--- config.mk ---
export PLATFORM = sky130hd
export DESIGN_NAME = rtsnoc_wishbone_master
export DESIGN_NICKNAME = d
export VERILOG_FILES = /design/src/rtl/rtsnoc_pkg.sv /design/src/rtl/rtsnoc_wishbone_master_flit_port.sv /design/src/rtl/rtsnoc_wishbone_master.sv
export SDC_FILE = /design/constraint.sdc
export NUM_CORES = 1
export LEC_CHECK = 0
export ABC_AREA = 1
export BUFFER_PORTS_ARGS = -buffer_cell sky130_fd_sc_hd__buf_4
export CORE_UTILIZATION = 45
export CTS_BUF_LIST = sky130_fd_sc_hd__clkbuf_4
export DETAILED_ROUTE_END_ITERATION = 8
export PLACE_DENSITY = 0.67
export SLEW_MARGIN = 10
export SYNTH_ARGS = -nofsm -noshare
export SYNTH_HDL_FRONTEND = slang
export SYNTH_SLANG_ARGS = --single-unit
--- constraint.sdc ---
create_clock -name clk_i -period 2.85 [get_ports clk_i]
set_clock_uncertainty 0.2 [all_clocks]
set_input_delay 0.4275 -clock clk_i [delete_from_list [all_inputs] [get_ports clk_i]]
set_output_delay 0.4275 -clock clk_i [all_outputs]
set_load 0.005 [all_outputs]
--- src/rtl/rtsnoc_pkg.sv ---
`default_nettype none
// +----------------------------------------------------------------------+
// | rtsnoc_pkg                                                           |
// | Shared RTSNoC header geometry, port encodings, CMD/STAT bits, states |
// | Revision: 1.0                                                        |
// +----------------------------------------------------------------------+
package rtsnoc_pkg;

    localparam int NOC_PORT_W  = 38;
    localparam int NOC_LOCAL_W = 3;
    localparam int NOC_DATA_W  = 16;

    // Field widths for the default 2x2 geometry; other geometries use the functions.
    localparam int SOC_XY_SIZE     = 2;
    localparam int NOC_HEADER_SIZE = 2 * (SOC_XY_SIZE + NOC_LOCAL_W);
    localparam int NOC_BUS_SIZE    = NOC_HEADER_SIZE + NOC_DATA_W;

    function automatic int noc_orig_size(input int sx, input int sy);
        return sx + sy + NOC_LOCAL_W;
    endfunction

    function automatic int noc_bus_size(input int sx, input int sy, input int dw);
        return 2 * noc_orig_size(sx, sy) + dw;
    endfunction

    localparam logic [2:0] NN = 3'd0;
    localparam logic [2:0] NE = 3'd1;
    localparam logic [2:0] EE = 3'd2;
    localparam logic [2:0] SE = 3'd3;
    localparam logic [2:0] SS = 3'd4;
    localparam logic [2:0] SW = 3'd5;
    localparam logic [2:0] WW = 3'd6;
    localparam logic [2:0] NW = 3'd7;

    localparam int CMD_WE_BIT   = 15;
    localparam int CMD_SEL_MSB  = 14;
    localparam int CMD_SEL_LSB  = 11;
    localparam int CMD_TAG_MSB  = 7;
    localparam int STAT_WE_BIT  = 15;
    localparam int STAT_ERR_BIT = 14;

    typedef enum logic [3:0] {
        RX_CMD    = 4'd0,
        RX_ADR_HI = 4'd1,
        RX_ADR_LO = 4'd2,
        RX_DAT_HI = 4'd3,
        RX_DAT_LO = 4'd4,
        WB_REQ    = 4'd5,
        TX_STAT   = 4'd6,
        TX_DAT_HI = 4'd7,
        TX_DAT_LO = 4'd8
    } state_t;

endpackage
`default_nettype wire

--- src/rtl/rtsnoc_wishbone_master_flit_port.sv ---
`default_nettype none
// +----------------------------------------------------------------------+
// | rtsnoc_flit_port                                                     |
// | Router-side rd/wr pulse generation, gap timing, header pack/unpack   |
// | Revision: 1.0                                                        |
// +----------------------------------------------------------------------+
module rtsnoc_flit_port
    import rtsnoc_pkg::*;
#(
    parameter int SOC_SIZE_X     = 1,
    parameter int SOC_SIZE_Y     = 1,
    parameter int NOC_DATA_WIDTH = 16
) (
    input  logic                                              clk_i,
    input  logic                                              rst_n_i,
    input  logic                                              i_rx_en,
    output logic                                              o_rx_fire,
    output logic [NOC_DATA_WIDTH-1:0]                         o_rx_data,
    output logic [noc_orig_size(SOC_SIZE_X, SOC_SIZE_Y)-1:0] o_rx_orig,
    input  logic                                              i_tx_en,
    input  logic [NOC_DATA_WIDTH-1:0]                         i_tx_data,
    input  logic [noc_orig_size(SOC_SIZE_X, SOC_SIZE_Y)-1:0] i_tx_src,
    input  logic [noc_orig_size(SOC_SIZE_X, SOC_SIZE_Y)-1:0] i_tx_dst,
    output logic                                              o_tx_fire,
    output logic [NOC_PORT_W-1:0]                             o_noc_din,
    output logic                                              o_noc_wr,
    output logic                                              o_noc_rd,
    input  logic [NOC_PORT_W-1:0]                             i_noc_dout,
    input  logic                                              i_noc_wait,
    input  logic                                              i_noc_nd
);

    localparam int c_ORIG_W = noc_orig_size(SOC_SIZE_X, SOC_SIZE_Y);
    localparam int c_BUS_W  = noc_bus_size(SOC_SIZE_X, SOC_SIZE_Y, NOC_DATA_WIDTH);

    logic                  r_rd;
    logic                  r_tx_gap;
    logic [NOC_PORT_W-1:0] r_din;
    logic [NOC_PORT_W-1:0] w_packed;
    logic                  w_unused_rx;

    // r_rd doubles as the RX gap: the router still shows the popped flit then.
    assign o_rx_fire   = i_rx_en & i_noc_nd & ~r_rd;
    assign o_noc_rd    = r_rd;
    assign o_rx_data   = i_noc_dout[NOC_DATA_WIDTH-1:0];
    assign o_rx_orig   = i_noc_dout[c_BUS_W-1 -: c_ORIG_W];
    assign w_unused_rx = ^i_noc_dout;

    always_comb begin
        w_packed              = '0;
        w_packed[c_BUS_W-1:0] = {i_tx_src, i_tx_dst, i_tx_data};
    end

    assign o_noc_wr  = i_tx_en & ~i_noc_wait & ~r_tx_gap;
    assign o_tx_fire = o_noc_wr;
    assign o_noc_din = o_noc_wr ? w_packed : r_din;

    always_ff @(posedge clk_i) begin
        if (!rst_n_i) begin
            r_rd     <= 1'b0;
            r_tx_gap <= 1'b0;
            r_din    <= '0;
        end else begin
            r_rd     <= o_rx_fire;
            r_tx_gap <= o_noc_wr;
            if (o_noc_wr) begin
                r_din <= w_packed;
            end
        end
    end

endmodule
`default_nettype wire

--- src/rtl/rtsnoc_wishbone_master.sv ---
`default_nettype none
// +----------------------------------------------------------------------+
// | rtsnoc_wishbone_master                                               |
// | NoC request flits -> single-beat Wishbone cycles -> response flits   |
// | Revision: 1.0                                                        |
// +----------------------------------------------------------------------+
module rtsnoc_wishbone_master
    import rtsnoc_pkg::*;
#(
    parameter int NOC_LOCAL_ADR  = 0,
    parameter int NOC_X          = 0,
    parameter int NOC_Y          = 0,
    parameter int SOC_SIZE_X     = 1,
    parameter int SOC_SIZE_Y     = 1,
    parameter int NOC_DATA_WIDTH = 16,
    parameter int TIMEOUT_CYCLES = 255
) (
    input  logic                  clk_i,
    input  logic                  rst_n_i,
    output logic [NOC_PORT_W-1:0] noc_din_o,
    output logic                  noc_wr_o,
    output logic                  noc_rd_o,
    input  logic [NOC_PORT_W-1:0] noc_dout_i,
    input  logic                  noc_wait_i,
    input  logic                  noc_nd_i,
    output logic                  wb_cyc_o,
    output logic                  wb_stb_o,
    output logic                  wb_we_o,
    output logic [31:0]           wb_adr_o,
    output logic [3:0]            wb_sel_o,
    output logic [31:0]           wb_dat_o,
    input  logic [31:0]           wb_dat_i,
    input  logic                  wb_ack_i,
    input  logic                  wb_err_i,
    output logic [7:0]            err_cnt_o
);

    localparam int c_ORIG_W = noc_orig_size(SOC_SIZE_X, SOC_SIZE_Y);
    localparam int c_TMO_W  = $clog2(TIMEOUT_CYCLES + 1);
    localparam logic [c_ORIG_W-1:0] c_SELF = {NOC_X[SOC_SIZE_X-1:0], NOC_Y[SOC_SIZE_Y-1:0],
                                              NOC_LOCAL_ADR[NOC_LOCAL_W-1:0]};

    state_t                      r_state;
    state_t                      w_next;
    logic [c_ORIG_W-1:0]         r_orig;
    logic                        r_we;
    logic [3:0]                  r_sel;
    logic [7:0]                  r_tag;
    logic [31:0]                 r_adr;
    logic [31:0]                 r_wdat;
    logic [31:0]                 r_rdat;
    logic                        r_err;
    logic [c_TMO_W-1:0]          r_tmo_cnt;
    logic [7:0]                  r_err_cnt;

    logic                        w_rx_en;
    logic                        w_rx_fire;
    logic [NOC_DATA_WIDTH-1:0]   w_rx_data;
    logic [c_ORIG_W-1:0]         w_rx_orig;
    logic                        w_tx_en;
    logic                        w_tx_fire;
    logic [NOC_DATA_WIDTH-1:0]   w_tx_data;
    logic [NOC_DATA_WIDTH-1:0]   w_stat;
    logic                        w_wb_act;
    logic                        w_orig_bad;
    logic                        w_take_cmd;
    logic                        w_tmo;
    logic                        w_wb_done;
    logic                        w_wb_fail;
    logic                        w_err_inc;

    rtsnoc_flit_port #(
        .SOC_SIZE_X     (SOC_SIZE_X),
        .SOC_SIZE_Y     (SOC_SIZE_Y),
        .NOC_DATA_WIDTH (NOC_DATA_WIDTH)
    ) u_port (
        .clk_i      (clk_i),
        .rst_n_i    (rst_n_i),
        .i_rx_en    (w_rx_en),
        .o_rx_fire  (w_rx_fire),
        .o_rx_data  (w_rx_data),
        .o_rx_orig  (w_rx_orig),
        .i_tx_en    (w_tx_en),
        .i_tx_data  (w_tx_data),
        .i_tx_src   (c_SELF),
        .i_tx_dst   (r_orig),
        .o_tx_fire  (w_tx_fire),
        .o_noc_din  (noc_din_o),
        .o_noc_wr   (noc_wr_o),
        .o_noc_rd   (noc_rd_o),
        .i_noc_dout (noc_dout_i),
        .i_noc_wait (noc_wait_i),
        .i_noc_nd   (noc_nd_i)
    );

    // A flit from a foreign origin mid-packet restarts decoding as a fresh CMD.
    assign w_orig_bad = (r_state != RX_CMD) && (w_rx_orig != r_orig);
    assign w_take_cmd = (r_state == RX_CMD) || w_orig_bad;
    assign w_tmo      = (r_tmo_cnt == c_TMO_W'(TIMEOUT_CYCLES - 1));
    assign w_wb_done  = wb_ack_i | wb_err_i | w_tmo;
    assign w_wb_fail  = wb_err_i | (w_tmo & ~wb_ack_i);
    assign w_err_inc  = (w_rx_fire && w_orig_bad) || (w_wb_act && w_wb_done && w_wb_fail);

    always_ff @(posedge clk_i) begin
        if (!rst_n_i) begin
            r_state <= RX_CMD;
        end else begin
            r_state <= w_next;
        end
    end

    always_comb begin
        w_next = r_state;
        case (r_state)
            RX_CMD:    if (w_rx_fire) w_next = RX_ADR_HI;
            RX_ADR_HI: if (w_rx_fire) w_next = w_orig_bad ? RX_ADR_HI : RX_ADR_LO;
            RX_ADR_LO: if (w_rx_fire) w_next = w_orig_bad ? RX_ADR_HI : (r_we ? RX_DAT_HI : WB_REQ);
            RX_DAT_HI: if (w_rx_fire) w_next = w_orig_bad ? RX_ADR_HI : RX_DAT_LO;
            RX_DAT_LO: if (w_rx_fire) w_next = w_orig_bad ? RX_ADR_HI : WB_REQ;
            WB_REQ:    if (w_wb_done) w_next = TX_STAT;
            TX_STAT:   if (w_tx_fire) w_next = r_we ? RX_CMD : TX_DAT_HI;
            TX_DAT_HI: if (w_tx_fire) w_next = TX_DAT_LO;
            TX_DAT_LO: if (w_tx_fire) w_next = RX_CMD;
            default:   w_next = RX_CMD;
        endcase
    end

    always_comb begin
        w_stat               = '0;
        w_stat[STAT_WE_BIT]  = r_we;
        w_stat[STAT_ERR_BIT] = r_err;
        w_stat[CMD_TAG_MSB:0] = r_tag;
    end

    always_comb begin
        w_rx_en   = 1'b0;
        w_tx_en   = 1'b0;
        w_wb_act  = 1'b0;
        w_tx_data = '0;
        case (r_state)
            RX_CMD, RX_ADR_HI, RX_ADR_LO, RX_DAT_HI, RX_DAT_LO: w_rx_en = 1'b1;
            WB_REQ:    w_wb_act = 1'b1;
            TX_STAT:   begin w_tx_en = 1'b1; w_tx_data = w_stat;        end
            TX_DAT_HI: begin w_tx_en = 1'b1; w_tx_data = r_rdat[31:16]; end
            TX_DAT_LO: begin w_tx_en = 1'b1; w_tx_data = r_rdat[15:0];  end
            default:   w_rx_en = 1'b0;
        endcase
    end

    always_ff @(posedge clk_i) begin
        if (!rst_n_i) begin
            r_orig    <= '0;
            r_we      <= 1'b0;
            r_sel     <= '0;
            r_tag     <= '0;
            r_adr     <= '0;
            r_wdat    <= '0;
            r_rdat    <= '0;
            r_err     <= 1'b0;
            r_tmo_cnt <= '0;
            r_err_cnt <= '0;
        end else begin
            if (w_rx_fire) begin
                if (w_take_cmd) begin
                    r_orig <= w_rx_orig;
                    r_we   <= w_rx_data[CMD_WE_BIT];
                    r_sel  <= w_rx_data[CMD_SEL_MSB:CMD_SEL_LSB];
                    r_tag  <= w_rx_data[CMD_TAG_MSB:0];
                end else begin
                    case (r_state)
                        RX_ADR_HI: r_adr[31:16]  <= w_rx_data;
                        RX_ADR_LO: r_adr[15:0]   <= w_rx_data;
                        RX_DAT_HI: r_wdat[31:16] <= w_rx_data;
                        RX_DAT_LO: r_wdat[15:0]  <= w_rx_data;
                        default:   r_adr         <= r_adr;
                    endcase
                end
            end
            if (w_wb_act && !w_wb_done) begin
                r_tmo_cnt <= r_tmo_cnt + 1'b1;
            end else begin
                r_tmo_cnt <= '0;
            end
            if (w_wb_act && w_wb_done) begin
                r_err <= w_wb_fail;
                if (!r_we) begin
                    r_rdat <= w_wb_fail ? 32'h0 : wb_dat_i;
                end
            end
            if (w_err_inc && (r_err_cnt != 8'hFF)) begin
                r_err_cnt <= r_err_cnt + 8'd1;
            end
        end
    end

    assign wb_cyc_o  = w_wb_act;
    assign wb_stb_o  = w_wb_act;
    assign wb_we_o   = w_wb_act & r_we;
    assign wb_adr_o  = w_wb_act ? r_adr  : 32'h0;
    assign wb_sel_o  = w_wb_act ? r_sel  : 4'h0;
    assign wb_dat_o  = w_wb_act ? r_wdat : 32'h0;
    assign err_cnt_o = r_err_cnt;

endmodule
`default_nettype wire

Word-level counts from Yosys, hierarchy flattened:

Cells that the tools add are included.

* $add $sub $neg: 2
* multiply operators: 0
* divide/modulo/power cells: 0
* $lt $le $gt $ge: 0
* equality and inequality tests: 20
* shifts and indexed selects: 0
* mux-type cells: 25
* bitwise gates (word level): 15
* reductions and logical operators: 21

Operators by type and width (count)
* 32-bit two-way mux: 3
* 16-bit one-hot mux with 3 select lines: 1
* 4-bit two-way mux: 10
* 38-bit two-way mux: 1
* 4-bit one-hot mux with 9 select lines: 1
* 8-bit by 1-bit adder with 8-bit output (second input constant): 2
* 4-bit by 3-bit equality test with 1-bit output (second input constant): 4
* 3-bit two-way mux: 5
* 2-bit inequality test (second input constant): 6
* 3-bit AND reduction: 4
* 9-bit AND reduction: 1
* 4-bit by 2-bit equality test with 1-bit output (second input constant): 2
* 8-bit equality test (second input constant): 1
* 8-bit inequality test (second input constant): 1
* 1-bit AND: 6
* 1-bit logical AND: 6
* 2-bit by 1-bit inequality test with 1-bit output (second input constant): 3
* 1-bit NOT: 6
* 2-bit AND reduction: 3
* 5-bit inequality test: 1
* 5-bit OR reduction: 1
* 4-bit by 1-bit equality test with 1-bit output (second input constant): 1
* 4-bit equality test (second input constant): 1
* 4-bit zero test: 1
* other kinds (7): 12

* register bits after elaboration: 175
* latch bits: 0
* bits in writable memories: 0
* memory bits (read-only): 0
* input bits: 76
* output and inout bits: 119
* memories kept: 0

Logic depth before layout (Yosys ltp):

* depth after elaboration: 8
* gate-level depth with buffers: 11

By module:

A second synthesis with hierarchy kept.

* cell total of the unflattened synthesis: 1166
* area total of the unflattened synthesis: 8107.8 µm²

By module, submodules not included
* rtsnoc_wishbone_master: instances 1, cells an instance 861, area an instance 6125.9 µm²
* rtsnoc_flit_port: instances 1, cells an instance 305, area an instance 1981.9 µm²

Least setup slack after synthesis:

Ideal clock, no wire load.

* path type: register -> output
* start point: reg r_state[0]
* end point: out wb_dat_o[21]
* arrival: 1526 ps
* path slack: 697 ps
* cell stages (with the launch flop): 8
* cell sequence: dfxtp_1 > buf_2 > inv_1 > nor3_4 > clkinv_1 > buf_2 > buf_1 > nor2_1

* cells in the longest elaborated chain, start to end: 3

RTL lines
* from (decl): RTL line rtsnoc_wishbone_master.sv:43 `state_t r_state;`
* from (signal assigned): RTL line rtsnoc_wishbone_master.sv:108 `r_state <= w_next;`
* 4-bit by 3-bit equality test with 1-bit output: RTL line rtsnoc_wishbone_master.sv:140 `case (r_state)`
* 1-bit two-way mux: RTL line rtsnoc_wishbone_master.sv:140
* via wb_cyc_o: RTL line rtsnoc_wishbone_master.sv:26 `output logic wb_cyc_o,`
* 32-bit two-way mux: RTL line rtsnoc_wishbone_master.sv:201 `assign wb_dat_o = w_wb_act ? r_wdat : 32'h0;`
* to (decl): RTL line rtsnoc_wishbone_master.sv:31 `output logic [31:0] wb_dat_o,`

The timed path passes the listed nets, and every way through them passes these cells.

Worst setup path in the final report:

* start point: reg r_state[0]
* end point: out wb_adr_o[0]

* cells in the longest elaborated chain, start to end: 3

RTL lines
* 4-bit by 3-bit equality test with 1-bit output: RTL line rtsnoc_wishbone_master.sv:140
* 1-bit two-way mux: RTL line rtsnoc_wishbone_master.sv:140
* 32-bit two-way mux: RTL line rtsnoc_wishbone_master.sv:199 `assign wb_adr_o = w_wb_act ? r_adr : 32'h0;`
* to (decl): RTL line rtsnoc_wishbone_master.sv:29 `output logic [31:0] wb_adr_o,`

Every way passes these cells.

==> results_dict.tcl <==
set metrics [dict create \
    status "complete, no violations" \
    placed_cells_incl_taps 1448 \
    ios 195 \
    synth_top_area_frac 0.4560 \
    worstSetupPathType "reg -> out" \
    synth_area_leaders "dfxtp_1 (46%), nand2_1 (13%), a21oi_1 (9.3%)" \
    numPortBuffers 177 \
    start_util 0.4616 \
    fillers 1557 \
    worstMarginPinSlew_ns 1.031 \
    fin_crit_sh 0.9443 \
    drtAntennaViolNets 0 \
    first_iter_violations 510 \
    path_max_fanout 31 \
    clk_path_buf_depth 2 \
    cts_sinks 175 \
    core_mm2 0.01664 \
    design_area_mm2 0.01000 \
    holdPathStages 3 \
    pre_cts_ws_ns 0.4427 \
    multi_input_area_mm2 0.003268 \
    synth_edf_count 0 \
    drc 0 \
    fin_cells 1535 \
    synthFlopType "dfxtp_1" \
    fin_setup_tns_ns 0 \
    dieWidth_um 132.7 \
    syn-num-nets 1172 \
    synth-async-reset-ratio 0 \
    globalplace.congestion 0.8181 \
    maxCapViolations 0 \
    grt_pass1_wl_um 33450 \
    fin_nets 1380 \
    synth_area_mm2 0.007682 \
    hp-class "in -> reg" \
    cts_made_buffers 17 \
    cp.required_ns 2.22 \
    reg2regPathDepth 10 \
    viasPerCell 4.896 \
    synth-seq-cells 175 \
    synthCells 1093 \
    place_area_mm2 0.009155 \
    area_growth_pct 30.18 \
    clk_pin_slew_ns 0.14 \
    synth_area_leader_cell "dfxtp_1" \
    overflow 0 \
    yosysMostFrequentCell "nand2_1" \
    timing.hold.ws_ns 0.08466 \
    fmax_ghz 0.3716 \
    grt_pass1_vias 6668 \
    syn_area_per_cell_um2 7.029 \
    rows 47 \
    seq_area_frac_synth 0.4560 \
    postCtsSetupBuffers 0 \
    die_h_um 132.7 \
    clockRootBuffer "clkbuf_4" \
    gr-usage-all-layers 0.2358 \
    clock_latency_ns 0.56 \
    fin_util 0.6009 \
    setup_viol 0 \
    worst_slack_ns 0.1586 \
    dp_hpwl_um 13610 \
    cts_tree "done" \
    via_count 7515 \
    max_slew_margin 0.3119 \
    crit_arrival_ns 2.06 \
    drt_wl_total_um 20730 \
    ys_types 35 \
    die_area_mm2 0.01760 \
    first_pass_iters 5 \
    hold_viol 0 \
    grt_max_degree 44 \
    leakage_nw 4.549 \
    min_period_ns 2.691 \
    endpoint_kind "primary output" \
    ys_warn_count 0 \
    drive_gt1_frac 0.2032 \
    rsz0062_at_grt "no" \
    antenna_found_initial 1 \
    vdd_drop_max_mv 0.2186 \
    regArea_mm2 0.003512 \
    power_per_cell_area_mw_per_mm2 415.4 \
    wl_per_cell_um 13.51 \
    synth_common_cells "nand2_1 (263), dfxtp_1 (175), inv_1 (161), a21oi_1 (142), nor2_1 (121)" \
    cts_htree_levels 4 \
    startpoint_type "register" \
    p_total_mw 4.154 \
    drv_slew 0 \
]
layer usage:
layer / share of wire / global-route usage / up-vias
met1: 0.46 / 0.3180 / 3441
met3: 0.053 / 0.04598 / 24
met4: 0.017 / 0.07663 / 0
met2: 0.47 / 0.3784 / 220
li1: - / - / 3830
met5: 0 / 0 / -
logic make-up after synthesis:
| logic type | count (synthesis) | share of synthesized area |
|---|---|---|
| xor gates and xnor gates | 12 | 0.01368 |
| adders and majority gates | 3 | 0.004887 |
| buffers and inverters | 231 | 0.1210 |
| AOI/OAI and AO/OA | 192 | 0.1327 |
| and+or+nand+nor | 480 | 0.2717 |
| DFF | 175 | 0.4560 |
timing repair:
| item | in CTS | in global routing |
|---|---|---|
| gates resized for setup | 6 | 11 |
| pin swaps | 0 | 0 |
| endpoints found under the hold margin | 114 | 0 |
| hold buffers | 53 | 0 |
| setup endpoints to repair | 66 | 26 |
| cloned | 1 | 0 |
cells in the final DEF (no fill, tap or decap), types with 3 or more instances in the layout:
cell type / n
nand3_4: 5
ha_1: 3
o21ai_0: 25
o221ai_1: 9
nand3_1: 19
clkbuf_4: 17
or2_2: 4
inv_2: 11
xnor2_1: 5
xor2_1: 7
nor2_2: 3
a21oi_1: 142
inv_6: 3
dfxtp_1: 172
inv_1: 159
buf_4: 192
clkinv_2: 5
o21ai_1: 5
nand2_1: 263
nor2_4: 3
clkinvlp_4: 3
nand4_1: 33
nor2_1: 120
nand2_2: 4
dlygate4sd3_1: 53
o22ai_1: 8
nor3_1: 18
where the power goes:
part | internal, mW | total (mW) | leakage (nW) | switching [mW]
sequential | 2.48 | 2.50 | 1.42 | 0.0256
combinational | 0.153 | 0.342 | 3.00 | 0.189
clock | 0.427 | 1.31 | 0.133 | 0.881
area by class of cell:
type                    count  area share
flip-flops and latches    175      0.3512
multi-input cells         687      0.3268
repair buffers            248      0.2044
inverters                 172     0.06506
well taps                 220     0.02752
clock buffers              17     0.01276
clock inverters            15     0.01201
diodes                      1   0.0002502
critical path: stages, from the launching register on:
cell	delay, ns
dfxtp_4	0.43
inv_1	0.09
nor3_4	0.23
inv_4	0.16
buf_4	0.25
nor2_1	0.17
buf_4	0.14
flip-flops by register name, indices dropped and copies added, names as in the netlist:
register         cells
r_tmo_cnt            8
r_err                1
r_adr               32
r_orig               5
err_cnt_o            8
u_port.o_noc_rd      1
r_rdat              32
r_we                 1
u_port.r_din        38
r_tag                8
r_state              4
u_port.r_tx_gap      1
r_sel                4
r_wdat              32
worst paths after layout:
path                         start               end  slack, ns
setup / recovery        r_state[0]       wb_adr_o[0]       0.16
hold / removal             rst_n_i        r_wdat[20]       0.08
setup reg to reg      r_tmo_cnt[0]         r_rdat[9]       0.39
hold reg to reg   u_port.r_din[36]  u_port.r_din[36]       0.25
Note: power is estimated with default switching activity, not from simulation.
